==> src/rtl/fbw_pkg.sv <==
// Shared types and constants for the FIFO burst writer.
package fbw_pkg;

  typedef enum logic [1:0] {
    StIdle,
    StRun,
    StDone
  } fbw_state_t;

  localparam int unsigned FBW_STALL_W = 16;

endpackage

==> src/rtl/fbw_sat_cnt.sv <==
// Saturating up-counter with synchronous clear; clear has priority over increment.
module fbw_sat_cnt #(
  parameter int unsigned Width = 16
) (
  input  logic             clk,
  input  logic             rst,
  input  logic             clr_i,
  input  logic             inc_i,
  output logic [Width-1:0] cnt_o
);

  logic [Width-1:0] cnt_d, cnt_q;

  always_comb begin
    cnt_d = cnt_q;
    if (clr_i) begin
      cnt_d = '0;
    end else if (inc_i && (cnt_q != '1)) begin
      cnt_d = cnt_q + Width'(1);
    end
  end

  always_ff @(posedge clk or posedge rst) begin
    if (rst) begin
      cnt_q <= '0;
    end else begin
      cnt_q <= cnt_d;
    end
  end

  assign cnt_o = cnt_q;

endmodule

==> src/rtl/fifo_burst_writer.sv <==
// Command-driven burst source for a FWFT FIFO write port, throttled by prog_full.
// Optional stall counter output enabled by defining FBW_STALL_CNT_EN.
module fifo_burst_writer
  import fbw_pkg::*;
#(
  parameter int unsigned WIDTH = 8,
  parameter int unsigned LEN_W = 8
) (
  input  logic                   clk,
  input  logic                   rst,
  input  logic                   cmd_valid,
  output logic                   cmd_ready,
  input  logic [LEN_W-1:0]       cmd_len,
  input  logic [WIDTH-1:0]       cmd_seed,
  output logic                   wr_en,
  output logic [WIDTH-1:0]       din,
  input  logic                   prog_full,
  output logic                   busy,
  output logic                   done
`ifdef FBW_STALL_CNT_EN
  ,
  output logic [FBW_STALL_W-1:0] stall_cnt
`endif
);

  fbw_state_t       state_d, state_q;
  logic [LEN_W-1:0] remaining_d, remaining_q;
  logic [WIDTH-1:0] next_data_d, next_data_q;
  logic             wr_en_d, wr_en_q;
  logic [WIDTH-1:0] din_d, din_q;

  always_comb begin
    state_d     = state_q;
    remaining_d = remaining_q;
    next_data_d = next_data_q;
    wr_en_d     = 1'b0;
    din_d       = din_q;
    unique case (state_q)
      StIdle: begin
        if (cmd_valid) begin
          remaining_d = cmd_len;
          next_data_d = cmd_seed;
          state_d     = (cmd_len == '0) ? StDone : StRun;
        end
      end
      StRun: begin
        // Leave RUN one cycle after the last write so done trails the final wr_en.
        if (remaining_q != '0) begin
          if (!prog_full) begin
            wr_en_d     = 1'b1;
            din_d       = next_data_q;
            next_data_d = next_data_q + WIDTH'(1);
            remaining_d = remaining_q - LEN_W'(1);
          end
        end else begin
          state_d = StDone;
        end
      end
      StDone: begin
        state_d = StIdle;
      end
      default: begin
        state_d = StIdle;
      end
    endcase
  end

  always_ff @(posedge clk or posedge rst) begin
    if (rst) begin
      state_q     <= StIdle;
      remaining_q <= '0;
      next_data_q <= '0;
      wr_en_q     <= 1'b0;
      din_q       <= '0;
    end else begin
      state_q     <= state_d;
      remaining_q <= remaining_d;
      next_data_q <= next_data_d;
      wr_en_q     <= wr_en_d;
      din_q       <= din_d;
    end
  end

  assign wr_en     = wr_en_q;
  assign din       = din_q;
  assign cmd_ready = (state_q == StIdle);
  assign busy      = (state_q != StIdle);
  assign done      = (state_q == StDone);

`ifdef FBW_STALL_CNT_EN
  logic stall_inc, stall_clr;

  assign stall_inc = (state_q == StRun) && (remaining_q != '0) && prog_full;
  assign stall_clr = (state_q == StIdle) && cmd_valid;

  fbw_sat_cnt #(
    .Width(FBW_STALL_W)
  ) u_stall_cnt (
    .clk  (clk),
    .rst  (rst),
    .clr_i(stall_clr),
    .inc_i(stall_inc),
    .cnt_o(stall_cnt)
  );
`endif

endmodule

==> config.mk <==
export PLATFORM = sky130hd
export DESIGN_NAME = fifo_burst_writer
export DESIGN_NICKNAME = d
export VERILOG_FILES = /design/src/rtl/fbw_pkg.sv /design/src/rtl/fbw_sat_cnt.sv /design/src/rtl/fifo_burst_writer.sv
export SDC_FILE = /design/constraint.sdc
export NUM_CORES = 1
export LEC_CHECK = 0
export BUFFER_PORTS_ARGS = -buffer_cell sky130_fd_sc_hd__buf_2
export CORE_MARGIN = 2
export CORE_UTILIZATION = 30
export DETAILED_ROUTE_END_ITERATION = 12
export PLACE_DENSITY = 0.56
export SETUP_SLACK_MARGIN = 0.2
export SYNTH_ARGS = -nofsm -noshare
export SYNTH_HDL_FRONTEND = slang
export SYNTH_SLANG_ARGS = --single-unit
export TNS_END_PERCENT = 30
==> constraint.sdc <==
create_clock -name clk -period 6.16 [get_ports clk]
set_clock_uncertainty 0.1 [all_clocks]
set_input_delay 0 -clock clk [delete_from_list [all_inputs] [get_ports clk]]
set_output_delay 0 -clock clk [all_outputs]
set_load 0.1 [all_outputs]
# After elaboration in Yosys (flattened, before gate mapping)
# Cells that the tools add are included.
dict set report op_classes {
  n_eq_ne 6
  n_reduce_logical 8
  bitwise_logic 1
  addsub 2
  n_mux 15
}
# operator count
set ops {}
lappend ops {{$mux 8} 6}
lappend ops {{$pmux 8 s2} 2}
lappend ops {{$add 8x1->8 const B} 1}
lappend ops {{$logic_not 8->1} 1}
lappend ops {{$ne 2x2->1 const B} 4}
lappend ops {{$reduce_bool 8->1} 1}
lappend ops {{$sub 8x1->8 const B} 1}
lappend ops {{$mux 2} 3}
lappend ops {{$pmux 2 s2} 1}
lappend ops {{$reduce_and 4->1} 1}
lappend ops {{$reduce_bool 2->1} 2}
lappend ops {{$mux 1} 3}
lappend ops {{$reduce_and 3->1} 1}
lappend ops {{$eq 2x1->1 const B} 1}
lappend ops {{$eq 2x2->1 const B} 1}
lappend ops {{$logic_not 2->1} 1}
lappend ops {{$reduce_and 2->1} 1}
lappend ops {{$not 1->1} 1}
dict set report totals {
  elab_cells 37
  regBits 27
  inputBits 20
  out_inout_bits 12
}

# Logic depth before layout (Yosys ltp)
dict set report depth {
  ltp_word 4
  mapped_depth 10
  ltp_nobuf 7
}

# Least setup slack after synthesis
# Ideal clock, no wire load.
dict set report synth_timing {
  kind {register to register}
  start {register state_q[1]}
  end {register next_data_q[5]}
  path_stages_with_launch 8
  arrival_ns 2.934
  setup_time_ns 0.126
  slack_ns 3.000
  period_less_slack_ns 3.160
  required_time_ns 5.934
  path_cell_list {dfrtp_1 > inv_1 > nand2_1 > inv_1 > and2_1 > clkbuf_1 > nor2_1 > a221o_1}
}
dict set report synth_between {
  elab_chain_len 3
  elab_cells_between_ends 8
  classes_between {4 x eq/ne; 1 x mux; 3 x reduce/logical}
}
# item line
set synth_rtl {}
lappend synth_rtl {{start: declaration} fifo_burst_writer.sv:26} ;# fbw_state_t state_d, state_q;
lappend synth_rtl {{start signal: assignment} fifo_burst_writer.sv:70} ;# state_q <= StIdle;
lappend synth_rtl {{start signal: assignment} fifo_burst_writer.sv:76} ;# state_q <= state_d;
lappend synth_rtl {{$logic_not 2->1 *} n/a}
lappend synth_rtl {{named net cmd_ready} fifo_burst_writer.sv:12} ;# output logic cmd_ready,
lappend synth_rtl {{$ne 2x2->1 (no source line) or $reduce_bool 2->1 (tied branches)} n/a}
lappend synth_rtl {{$reduce_and 4->1 (no source line)} n/a}
lappend synth_rtl {{end signal: assignment} fifo_burst_writer.sv:78} ;# next_data_q <= next_data_d;
lappend synth_rtl {{end: declaration} fifo_burst_writer.sv:28} ;# logic [WIDTH-1:0] next_data_d, next_data_q;
# Mark *: on every way through the listed nets, which the timed path passes. The rest lies on a longest branch.
# A chain may end at the register's enable or synchronous reset.

# Worst setup path after layout
dict set report layout_timing {
  start {register remaining_q[0]}
  end {register next_data_q[7]}
}
dict set report layout_between {
  elab_chain_len 3
}
# item line
set layout_rtl {}
lappend layout_rtl {{start: declaration} fifo_burst_writer.sv:27} ;# logic [LEN_W-1:0] remaining_d, remaining_q;
lappend layout_rtl {{start signal: assignment} fifo_burst_writer.sv:77} ;# remaining_q <= remaining_d;
lappend layout_rtl {{$reduce_bool 8->1} fifo_burst_writer.sv:48} ;# if (remaining_q != '0) begin
lappend layout_rtl {{$ne 2x2->1 (no source line)} n/a}
lappend layout_rtl {{$reduce_and 4->1 (no source line)} n/a}
# Every way passes these cells.

==> reports/metrics.yaml <==
met3_usage_pct: 3.52
cts_tree: "built"
drive_gt1_share_pct: 18.4
ctsHoldBuffers: 19
ys.flop_type: "dfrtp_1"
post-place-ws_ns: 3.54
die_h_um: 74.4
syn_nets: 190
h-tree-depth: 1
rrSetupSlack_ns: 3.49
crit_family: "simple AND/OR/NAND/NOR gates"
crit_end: "next_data_q[7]$_DFFE_PP0P_"
cp_data_arrival_time_ns: 2.75
finalSetupViolCount: 0
worst_slack_ns: 3.49
path_class: "reg2reg"
core_area_mm2: 0.00475
finalHoldViolCount: 0
synthCells: 167
routedWlPerCell_um: 14.0
max_stage_delay_ns: 0.64
clk_latency_ns: 0.28
antenna_found_initial: 0
powerDensity_mw_per_mm2: 539
r2r-end: "next_data_q[7]$_DFFE_PP0P_"
drc: 0
globalplace.congestion: 0.773
first_iter_violations: 130
path_depth: 7
synthTopCellsByArea: "dfrtp_1 (45%), nand2_1 (9.6%), a21oi_1 (4.0%)"
nets: 236
finalWirelength_mm: 3.91
ys_seq_area_share_pct: 45.5
worst-endpoint-required_ns: 6.25
cp_slowest_cell: "a211o_1"
cp_cell_sequence: "inv_1 -> ha_1 -> nor3b_1 -> a211o_1 -> inv_4 -> or3_1 -> and3_1"
synthToLayoutAreaGrowth_pct: 29.2
status: "completed"
diodes: 0
grt_pass1_vias: 1352
min_period_over_period_pct: 43.3
grt_usage_pct: 15.2
cts_resized: 0
syn_area_mm2: 0.00149
cp-startpoint: "remaining_q[0]$_DFFE_PP0P_"
dieArea_mm2: 0.00553
critPathLaunchType: "flop"
ir_drop_v: 0.000208
synth.avg_cell_area_um2: 8.90
reg2reg_depth: 7
fin_setup_tns_ns: 0
num_vias: 1467
vias_per_cell: 5.26
fin_crit_ns: 2.67
maxSlewHeadroom_pct: 31.1
ant_nets: 0
end_kind: "flop"
start_util_pct: 31.3
timing.hold.ws_ns: 0.0206
crit_buf_inv: 2
placed_cell_area_mm2: 0.00168
ys_types: 41
fmax_mhz: 375
p_leak_nw: 0.896
die_width_um: 74.4
crit_fanout: 19
gr-total-overflow: 0
drt_pass1_iterations: 4
synth-edff-count: 0
tightest_slew_ns: 1.03
rr_startpoint: "remaining_q[0]$_DFFE_PP0P_"
busiest_layer: "met2"
clock-sinks: 27
ys_warn_count: 0
ys_seq_elements: 27
use_met2_pct: 24.3
grt_use_met1_pct: 20.6
cts_setup_buffers: 0
io_buffers: 31
fillCellCount: 490
rows: 25
cts_buffer_depth: 2
yosysTopAreaCell: "dfrtp_1"
cts_buffers: 3
clk_root_buffer_cell: "clkbuf_8"
hp-class: "in2reg"
path_clk_slew_ns: 0.10
boundaryPins: 32
rsz0062_at_grt: "no"
grt_pass1_wl_mm: 6.46
grt_max_degree: 28
drv_cap: 0
synth_top_cell_area_share_pct: 45.5
async_flop_share_pct: 100
dpl.hpwl_mm: 2.67
final_cell_area_mm2: 0.00192
drv_slew: 0
[synth_stat cells (2+ instances only)]
master / instances
nand3_1: 5
o311ai_0: 2
nand4_1: 2
a211o_1: 4
nor3b_1: 4
or3_1: 2
and4_1: 3
a31oi_1: 2
o22ai_1: 3
mux2i_1: 2
nor4_1: 3
inv_1: 6
a311oi_1: 3
and2_1: 2
buf_2: 2
o21ai_0: 6
o22a_1: 2
dfrtp_1: 27
nor2_1: 6
a21oi_1: 12
ha_1: 3
clkbuf_1: 6
nand2b_1: 2
or4_1: 2
nor3_1: 2
and3_1: 2
nand2_1: 38
[how the worst min path moves through the flow]
stage,start,endpoint,slack [ns],depth (start not counted)
2_1_floorplan,rst,din[0]$_DFFE_PP0P_,-0.05,1
3_3_place_gp,cmd_seed[2],next_data_q[2]$_DFFE_PP0P_,0.11,2
3_5_place_dp,cmd_seed[3],next_data_q[3]$_DFFE_PP0P_,0.12,2
4_1_cts,cmd_seed[0],next_data_q[0]$_DFFE_PP0P_,0.02,4
5_1_grt,cmd_seed[0],next_data_q[0]$_DFFE_PP0P_,0.07,4
6_report,cmd_seed[0],next_data_q[0]$_DFFE_PP0P_,0.02,4
[cell type report]
type                            instances  area (µm²)  area share, %
Timing Repair Buffer                   50         345           18.0
Clock inverter                          1        7.51          0.391
Multi-Input combinational cell        124         738           38.4
Tap cell                               67        83.8           4.36
Inverter                                7        28.8           1.50
Clock buffer                            3        41.3           2.15
Sequential cell                        27         676           35.2
[cells by family (layout without fill, tap and decap cells)]
| family | count (synthesis) | in the layout | synth area share (%) |
|---|---|---|---|
| mux | 2 | 2 | 1.35 |
| flops | 27 | 27 | 45.5 |
| buf+inv | 16 | 61 | 4.88 |
| compound gates | 42 | 42 | 19.6 |
| fa+ha+maj | 3 | 3 | 2.53 |
| simple gates | 77 | 77 | 26.2 |
[metrics by stage]
| stage | utilization (%) | cells | total power, W |
|---|---|---|---|
| floorplan | - | 167 | 0.000814 |
| global placement | 35.4 | 256 | 0.000917 |
| detailed placement | 35.4 | 256 | 0.000919 |
| CTS | 40.4 | 279 | 0.00104 |
| global route | 40.4 | 279 | 0.00111 |
| finish | 40.4 | 279 | 0.00104 |
[layout by cell type (no fill, tap or decap), types with 4 or more instances in the layout]
master	Yosys	routed
dlygate4sd3_1	0	19
nor3b_1	4	4
nor2_1	6	6
buf_2	2	31
o21ai_0	6	6
a211o_1	4	4
dfrtp_1	27	27
inv_1	6	6
nand3_1	5	5
nand2_1	38	38
a21oi_1	12	12
[power breakdown]
part / switching, W / internal (W) / total (W)
registers: 0.0000906 / 0.000255 / 0.000346
logic: 0.000425 / 0.000155 / 0.000580
clock network: 0.0000632 / 0.0000461 / 0.000109
[sequential cells by signal, indices dropped and copies added, names as in the netlist]
name and cells:
din 8, next_data_q 8, remaining_q 8, state_q 2
wr_en 1
[worst reg2reg max path, delay by kind of cell, from the launching register on]
kind            cells  cell delay [ns]
compound gates      1             0.64
simple gates        3             0.87
fa+ha+maj           1             0.14
buf+inv             2             0.35
flops               1             0.47
[metal layers]
layer  routed length [µm]  vias to the layer above
met5                    0                        -
met4                   55                        0
met3                  153                        6
met2                 1890                       38
met1                 1810                      718
li1                     -                      705
Note: power is estimated with default switching activity, not from simulation.
